==> config.mk <==
export PLATFORM = sky130hd
export DESIGN_NAME = seq_detect_fsm
export DESIGN_NICKNAME = d
export VERILOG_FILES = /design/src/rtl/seq_detect_fsm.sv
export SDC_FILE = /design/constraint.sdc
export NUM_CORES = 1
export LEC_CHECK = 0
export BUFFER_PORTS_ARGS = -buffer_cell sky130_fd_sc_hd__buf_2
export CAP_MARGIN = 10
export CORE_MARGIN = 2
export CORE_UTILIZATION = 40
export CTS_BUF_LIST = sky130_fd_sc_hd__clkbuf_4 sky130_fd_sc_hd__clkbuf_8
export CTS_CLUSTER_SIZE = 40
export DETAILED_ROUTE_END_ITERATION = 7
export SLEW_MARGIN = 20
export SYNTH_ARGS = -nofsm -noshare
export SYNTH_HDL_FRONTEND = slang
export SYNTH_SLANG_ARGS = --single-unit
==> constraint.sdc <==
create_clock -name clk -period 3 [get_ports clk]
set_clock_uncertainty 0.05 [all_clocks]
set_input_delay 0.15 -clock clk [delete_from_list [all_inputs] [get_ports clk]]
set_output_delay 0.15 -clock clk [all_outputs]
set_load 0.1 [all_outputs]
==> src/rtl/seq_detect_fsm.sv <==
// Serial pattern detector: shifts in qualified bits, compares the last N
// against PATTERN, pulses x on a match, flags y once N bits of history are
// held, and keeps a saturating count of matches.
module seq_detect_fsm #(
    parameter int              N       = 4,
    parameter logic [N-1:0]    PATTERN = 4'b1011,
    parameter int              OVERLAP = 1,
    parameter int              CNT_W   = 4
) (
    input  logic             clk,
    input  logic             rstn,
    input  logic             i,
    input  logic             j,
    input  logic             clr,
    output logic             x,
    output logic             y,
    output logic [CNT_W-1:0] match_cnt,
    output logic [1:0]       state_o
);

    typedef enum logic [1:0] {
        IDLE  = 2'd0,
        FILL  = 2'd1,
        ARMED = 2'd2
    } state_t;

    localparam int               FILL_W  = $clog2(N + 1);
    localparam logic [FILL_W-1:0] FULL   = FILL_W'(N);
    localparam logic [CNT_W-1:0]  CNT_MAX = {CNT_W{1'b1}};

    state_t              state, state_n;
    logic [N-1:0]        hist, hist_n;
    logic [FILL_W-1:0]   fill, fill_n;
    logic [FILL_W-1:0]   fill_inc;
    logic [N-1:0]        hist_shift;
    logic                match;

    // Next-state, history and match evaluation for the current edge.
    always_comb begin
        // NOTE: every signal gets a default first so no path leaves it unassigned (no latch).
        state_n    = state;
        hist_n     = hist;
        fill_n     = fill;
        match      = 1'b0;
        hist_shift = {hist[N-2:0], i};
        fill_inc   = (fill == FULL) ? FULL : fill + 1'b1;

        case (state)
            IDLE, FILL, ARMED: begin
                if (j) begin
                    hist_n  = hist_shift;
                    fill_n  = fill_inc;
                    match   = (fill_inc == FULL) && (hist_shift == PATTERN);
                    state_n = (fill_inc == FULL) ? ARMED : FILL;
                    // Non-overlapping mode: demand N fresh bits after each hit.
                    if (match && (OVERLAP == 0)) begin
                        fill_n  = '0;
                        state_n = IDLE;
                    end
                end
            end
            default: begin
                // Illegal encoding: drop history and restart cleanly.
                state_n = IDLE;
                fill_n  = '0;
            end
        endcase
    end

    // State, history, flags and match counter, with synchronous reset.
    always_ff @(posedge clk) begin
        // NOTE: sequential state uses non-blocking assignments so all registers update together.
        if (!rstn) begin
            state     <= IDLE;
            hist      <= '0;
            fill      <= '0;
            x         <= 1'b0;
            y         <= 1'b0;
            match_cnt <= '0;
        end else begin
            state <= state_n;
            hist  <= hist_n;
            fill  <= fill_n;
            x     <= match;
            y     <= (state_n == ARMED);
            if (clr)
                match_cnt <= '0;
            else if (match && (match_cnt != CNT_MAX))
                match_cnt <= match_cnt + 1'b1;
        end
    end

    assign state_o = state;

endmodule

-- After elaboration in Yosys (flattened, before gate mapping)
Index checks and enable logic that the tools add are counted.
- bits in registers: 14
- output and inout port bits: 8
- word-level logic and storage cells: 29
- input port bits: 5
- muxes and demuxes: 6
- bitwise operators: 1
- add/sub/neg operators: 2
- equality and inequality tests: 7
- reduce and logical (&&, ||, !) cells: 7
- operators by type and width (cell ; count):
    3-bit == test, second input constant ; 2
    2-bit two-way mux ; 3
    4-bit by 1-bit adder with 4-bit output, second input constant ; 1
    2-bit == test, second input constant ; 2
    4-bit == test, second input constant ; 1
    4-bit != test, second input constant ; 1
    2-bit AND reduction ; 2
    3-bit by 1-bit adder with 3-bit output, second input constant ; 1
    3-bit two-way mux ; 1
    3-bit OR reduction ; 1
    2-bit by 1-bit == test with 1-bit output, second input constant ; 1
    1-bit logical AND ; 2
    2-bit zero test ; 1
    1-bit two-way mux ; 2
    2-bit OR reduction ; 1
    1-bit inverter ; 1

-- Longest topological paths before layout
Gate-level depths: netlist of run 1.
- depth in word-level cells: 7
- depth in mapped cells: 6
- gate-level depth less buffers: 6

-- Worst setup path before layout of run 1
OpenSTA, ideal clock, no wires.
- path type: register to register
- from: register match_cnt[0]
- to: register match_cnt[1]
- data required time: 2879 ps
- period minus slack after synthesis: 2010 ps
- path slack: 990 ps
- buffers on the path: 0
- stages on the path, launching flop included: 5
- arrival time: 1890 ps
- setup time: 71 ps
- cell sequence: dfxtp_1 -> ha_1 -> a311o_1 -> or3b_1 -> a21oi_1
- cells in the longest elaborated chain, start to end: 2
- elaborated cells between the ends (all ways): 3
- classes of those cells: add/sub: 1; eq/ne: 1; reduce/logical: 1
- ends and longest elaborated chain (what ; line ; RTL):
    from (decl) ; 17 ; output logic [CNT_W-1:0] match_cnt,
    from (signal assigned) ; 89 ; match_cnt <= match_cnt + 1'b1;
    parallel branches: the longest is 2 deep, another holds 4-bit by 1-bit adder with 4-bit output ; - ;
Parallel ways; which one is timed is not known.
A chain may end at the register's enable or synchronous reset.

-- Worst setup path in the final report of run 1
- from: register fill[0]
- to: register match_cnt[1]
- cells in the longest elaborated chain, start to end: 7
- elaborated cells between the ends (all ways): 8
- classes of those cells: add/sub: 1; eq/ne: 2; mux: 3; reduce/logical: 2
- ends and longest elaborated chain (what ; line ; RTL):
    from (decl) ; 33 ; logic [FILL_W-1:0] fill, fill_n;
    from (signal assigned) ; 83 ; fill <= fill_n;
    3-bit by 1-bit adder with 3-bit output / 3-bit == test (equally long branches) ; 46 ; fill_inc = (fill == FULL) ? FULL : fill + 1'b1;
    3-bit two-way mux (*) ; 46 ;
    3-bit == test (*) ; 53 ; match = (fill_inc == FULL) && (hist_shift == PATTERN);
    1-bit logical AND (*) ; 53 ;
    1-bit two-way mux (*) ; 50 ; if (j) begin
    1-bit two-way mux (*) ; 48 ; case (state)
    1-bit logical AND (*) ; 88 ; else if (match && (match_cnt != CNT_MAX))
Mark *: on every way between the ends. The rest lies on a longest branch, timed or not.

==> impl_metrics.env, run 1 <==
export IMPL_worst_setup_path_end_kind="register"
export IMPL_num_io_pins=13
export IMPL_coreArea_sq_um=1520
export IMPL_place_congestion=0.796
export IMPL_nets=92
export IMPL_finalWorstSetupSlack_ns=1.18
export IMPL_crit_path_max_fanout=8
export IMPL_synth_fp_nets=77
export IMPL_gr_usage_met3_pct=6.94
export IMPL_die_area_sq_um=1980
export IMPL_use_met1_pct=16.1
export IMPL_setup_viol=0
export IMPL_clockBufferDepth=2
export IMPL_via_per_inst=5.36
export IMPL_ctsHoldBuffers=0
export IMPL_first_pass_iters=4
export IMPL_hold_viol_final=0
export IMPL_worstMarginPinSlew_ns=0.490
export IMPL_met2_usage_pct=20.3
export IMPL_die_h_microns=44.4
export IMPL_fin_cells=98
export IMPL_finalInstanceArea_sq_um=738
export IMPL_numCtsBuffers=3
export IMPL_synth_top_cell_by_area="dfxtp_1"
export IMPL_maxCapViolCount=0
export IMPL_num_vias=525
export IMPL_status="finished clean"
export IMPL_yosysWarnings=0
export IMPL_totalPowerFinal_mw=0.350
export IMPL_ys_types=27
export IMPL_yosys_area_top_type_share_pct=42.8
export IMPL_detail_route_wl_per_cell_microns=11.7
export IMPL_critical_path_arrival_ns=1.97
export IMPL_power_density_nw_per_um2=474
export IMPL_die_w_microns=44.4
export IMPL_drc=0
export IMPL_leakagePower_nw=0.309
export IMPL_ys_seq_area_share_pct=42.8
export IMPL_yosys_top_cells_area="dfxtp_1 (43%), mux2i_1 (7.6%), ha_1 (5.7%), a21oi_1 (4.6%), a211oi_1 (4.6%)"
export IMPL_drt_iter0_markers=8
export IMPL_busiest_layer="met2"
export IMPL_cts_sinks=14
export IMPL_post_cts_buffers=0
export IMPL_grt_max_degree=11
export IMPL_insertion_delay_ns=0.27
export IMPL_io_buffers=12
export IMPL_cts_clk_slew_worst_paths_ns=0.08
export IMPL_rsz0062_at_grt="no"
export IMPL_setup_tns_ns=0
export IMPL_antenna_found_initial=0
export IMPL_post_route_period_util_pct=60.6
export IMPL_grt_usage_pct=13.5
export IMPL_fmax_mhz=550
export IMPL_dp_hpwl_microns=865
export IMPL_synth_seq_cells=14
export IMPL_synth_avg_cell_area_sq_um=9.48
export IMPL_cts_resized=0
export IMPL_netlist_area_sq_um=654
export IMPL_report_final_slew_viol_count=0
export IMPL_peakVddDrop_v=0.000283
export IMPL_path_class="reg2reg"
export IMPL_num_rows=14
export IMPL_htree_levels=1
export IMPL_critPathRequiredTime_ns=3.15
export IMPL_place_ws_ns=1.19
export IMPL_min_period_ns=1.82
export IMPL_holdCritPathClass="in2reg"
export IMPL_relSlewSlack_pct=67.6
export IMPL_cts_root_buffer="clkbuf_4"
export IMPL_grt_pass1_vias=447
export IMPL_ant_nets=0
export IMPL_cts_tree="built"
export IMPL_wirelength_mm=1.15
export IMPL_dp_cells=95
export IMPL_grt_overflow_total=0
export IMPL_final_layout_size_suffix_gt1_share_pct=18.3
export IMPL_initial_utilization_pct=42.9
export IMPL_cp_start_kind="register"
export IMPL_syn_instance_count=69
export IMPL_area_growth_pct=12.8
export IMPL_post_dp_cell_area_sq_um=716
export IMPL_grt_pass1_wl_mm=1.93
export IMPL_n_antenna_cell=0
critical path, cell delays in order (launching register included):
cell	delay (ns)
dfxtp_1	0.39
inv_1	0.06
ha_1	0.29
nand2b_1	0.15
o21a_1	0.27
or3b_1	0.39
a21oi_1	0.13
cell usage after synthesis:
library cell / number
dfxtp_1: 14
a21oi_1: 6
mux2i_1: 5
a211oi_1: 4
nand2_1: 4
nor2_1: 4
ha_1: 3
nand2b_1: 3
nor2b_1: 3
o21ai_0: 3
inv_1: 2
nand3_1: 2
nor3_1: 2
a21bo_1: 1
a311o_1: 1
a31oi_1: 1
and3_1: 1
and4b_1: 1
buf_4: 1
buf_6: 1
nand4b_1: 1
nor4_1: 1
nor4b_1: 1
o21a_1: 1
or3_1: 1
or3b_1: 1
xnor2_1: 1
cells by family (layout without fill, tap and decap cells):
logic type / Yosys count / count (layout) / synth area share [%]
AOI/OAI and AO/OA: 17 / 17 / 16.6
xor gates and xnor gates: 1 / 1 / 1.34
adders and majority gates: 3 / 3 / 5.74
buffers and inverters: 4 / 17 / 4.02
DFF: 14 / 14 / 42.8
muxes: 5 / 5 / 7.65
and+or+nand+nor: 25 / 25 / 21.8
per-stage QoR:
| stage | hold slack [ns] | util (%) |
|---|---|---|
| after floorplan | 0.228 | - |
| after global routing | 0.102 | 48.4 |
| final | 0.0995 | 48.4 |
| after detailed placement | 0.382 | 47.0 |
| after CTS | 0.0920 | 48.4 |
| after global placement | 0.382 | 47.0 |
where the power goes:
group / switching (mW) / internal (mW)
Sequential: 0.00531 / 0.192
Combinational: 0.0353 / 0.0158
Clock: 0.0549 / 0.0464
Total: 0.0955 / 0.254
cells in the final DEF, fill, tap and decap left out, drive strengths merged, types with 2 or more instances in the layout:
master   n
a211oi   4
a21oi    6
buf     12
clkbuf   3
dfxtp   14
ha       3
inv      2
mux2i    5
nand2    4
nand2b   3
nand3    2
nor2     4
nor2b    3
nor3     2
o21ai    3
path summary, 6_finish.rpt:
check	from	end	slack, ns	cells after the start
max	fill[0]	match_cnt[1]	1.18	6
max reg2reg	fill[0]	match_cnt[1]	1.18	6
min reg2reg	fill[1]	fill[1]	0.44	2
min	i	hist[0]	0.1	3
per-layer routing:
metal | routed length (microns) | vias to the layer above
li1 | - | 277
met1 | 548 | 236
met2 | 527 | 10
met3 | 61 | 2
met4 | 10 | 0
met5 | 0 | -
final cells by class:
cell class | instances | area (sq um)
Sequential cell | 14 | 280
Fill cell | 145 | 786
Multi-Input combinational cell | 51 | 348
Inverter | 2 | 7.51
Tap cell | 16 | 20.0
Clock buffer | 3 | 22.5
Timing Repair Buffer | 12 | 60.1
sequential cells by signal (all words and copies together), names as in the netlist:
register and cells:
hist 3, fill 3, y 1, match_cnt 4, x 1, state_o 2
Power figures use the tool's default switching activity.
==> run 2, diff against run 1 <==
==> constraint.sdc (replaced) <==
create_clock -name clk -period 1.55 [get_ports clk]
set_clock_uncertainty 0.05 [all_clocks]
set_input_delay 0.0775 -clock clk [delete_from_list [all_inputs] [get_ports clk]]
set_output_delay 0.0775 -clock clk [all_outputs]
set_load 0.1 [all_outputs]
==> run 2 against run 1 <==
Net effect: the flow now finishes with violations (setup timing); first-iteration DRC count increased by 13%; clock-buffer cell count increased by 1; sequential power increased by 91%; core utilization increased by 8.9 points; clock power increased to 2.6 times the previous value; non-clock buffer count increased by 9; power increased by 120%; worst hold slack got worse by 0.084 ns; largest power group unchanged; highest routed layer unchanged.
==> impl_metrics.env, run 2 (synthesis results as in run 1) <==
export IMPL_worst_setup_path_end_kind="register"
export IMPL_totalPowerFinal_mw=0.768
export IMPL_cts_tree="built"
export IMPL_min_period_ns=1.59
export IMPL_mostFrequentLayoutCell="buf_2"
export IMPL_regMostFlops="match_cnt"
export IMPL_finalInstanceArea_sq_um=875
export IMPL_worstMarginPinSlew_ns=0.485
export IMPL_first_pass_iters=4
export IMPL_initial_utilization_pct=42.9
export IMPL_maxCapViolCount=0
export IMPL_final_util_pct=57.4
export IMPL_relSlewSlack_pct=67.9
export IMPL_cp_start_kind="register"
export IMPL_antenna_found_initial=0
export IMPL_clockBufferDepth=2
export IMPL_finalWorstSetupSlack_ns=-0.0354
export IMPL_post_route_period_util_pct=102
export IMPL_holdCritStartpoint="i"
export IMPL_io_buffers=12
export IMPL_detail_route_wl_per_cell_microns=11.5
export IMPL_final_layout_size_suffix_gt1_share_pct=43.5
export IMPL_grt_overflow_total=0
export IMPL_place_ws_ns=-0.123
export IMPL_grt_max_degree=10
export IMPL_critical_path_arrival_ns=1.74
export IMPL_rr_startpoint="fill[1]"
export IMPL_critPathRequiredTime_ns=1.70
export IMPL_leakagePower_nw=0.368
export IMPL_peakVddDrop_v=0.000659
export IMPL_htree_levels=1
export IMPL_reg_top3="match_cnt (4), fill (3), hist (3)"
export IMPL_num_rows=14
export IMPL_status="finished with violations"
export IMPL_drt_iter0_markers=9
export IMPL_insertion_delay_ns=0.28
export IMPL_wirelength_mm=1.25
export IMPL_report_final_slew_viol_count=0
export IMPL_power_density_nw_per_um2=878
export IMPL_fin_hold_ws_ns=0.0155
export IMPL_grt_usage_pct=16.6
export IMPL_hold_viol_final=0
export IMPL_fmax_mhz=631
export IMPL_setup_viol=2
export IMPL_critPathSlowestCell="dfxtp_2"
export IMPL_nets=101
export IMPL_cts_sinks=14
export IMPL_n_antenna_cell=0
export IMPL_grt_pass1_vias=550
export IMPL_die_h_microns=44.4
export IMPL_cpPeakStageDelay_ns=0.35
export IMPL_cts_root_buffer="clkbuf_4"
export IMPL_area_growth_pct=33.7
export IMPL_holdCritPathClass="in2reg"
export IMPL_crit_path_max_fanout=6
export IMPL_path_class="reg2reg"
export IMPL_post_dp_cell_area_sq_um=797
export IMPL_place_congestion=0.818
export IMPL_numCtsBuffers=3
export IMPL_cts_clk_slew_worst_paths_ns=0.09
export IMPL_final_cell_mix="buf_2 (12), buf_4 (9), a21oi_1 (6), dfxtp_1 (6), mux2i_1 (5)"
export IMPL_grt_pass1_wl_mm=2.27
export IMPL_die_w_microns=44.4
export IMPL_via_per_inst=5.28
export IMPL_coreArea_sq_um=1520
export IMPL_num_io_pins=13
export IMPL_startpoint="fill[1]"
export IMPL_drc=0
export IMPL_largest_reg_flops=4
export IMPL_rsz0062_at_grt="yes"
export IMPL_die_area_sq_um=1980
export IMPL_ant_nets=0
export IMPL_num_vias=570
export IMPL_fillers=141
export IMPL_dp_hpwl_microns=949
export IMPL_violations="setup timing"
export IMPL_ctsHoldBuffers=0
export IMPL_crit_chain="inv_2 > ha_4 > nand2b_4 > o21a_4 > or3b_1 > a21oi_1"
==> run 2: changes by cell type in the layout (fill, tap and decap cells not counted), sizes merged <==
cell	before	now
buf	12	21
clkbuf	3	4
==> run 2: routing by layer <==
layer | routed length, microns | global-route usage [%] | up-vias
li1 | - | - | 297
met3 | 69 | 8.57 | 2
met1 | 614 | 18.1 | 258
met4 | 15 | 7.27 | 0
met5 | 0 | 0 | -
met2 | 546 | 26.8 | 13
==> run 2: timing repair <==
item	CTS	global route
gates resized for setup	5	2
setup buffers	1	0
pin swaps	4	1
setup endpoints to repair	7	7
==> run 2: final cells by class <==
class	instances	area (sq um)	share of cell area [%]
clock buffers	4	36.3	4.15
inverters	2	7.51	0.858
multi-input cells	51	383	43.8
flip-flops and latches	14	300	34.3
well taps	16	20.0	2.29
repair buffers	21	128	14.6
==> run 2: stage by stage <==
step	std cells	setup TNS [ns]
after global routing	108	-0.264
after detailed placement	103	-0.378
after CTS	108	-0.0837
final	108	-0.0586
after global placement	103	-0.229
after floorplan	69	-0.176
==> run 2: final timing paths <==
| check | end | slack (ns) | cells past startpoint |
|---|---|---|---|
| setup / recovery | match_cnt[1] | -0.04 | 6 |
| hold / removal | hist[0] | 0.02 | 3 |
| setup reg to reg | match_cnt[1] | -0.04 | 6 |
| hold reg to reg | match_cnt[3] | 0.42 | 1 |
==> run 2: where the power goes <==
part | switching (mW) | total, mW | internal [mW] | leakage, nW
sequential | 0.00983 | 0.378 | 0.369 | 0.119
combinational | 0.0786 | 0.130 | 0.0519 | 0.228
clock | 0.117 | 0.260 | 0.143 | 0.0210
==> run 2: worst max-delay path: cells and delay by family, from the launching register on <==
kind	cells	cell delay, ns
fa+ha+maj	1	0.23
compound gates	2	0.35
buf+inv	1	0.05
flops	1	0.35
simple gates	2	0.48
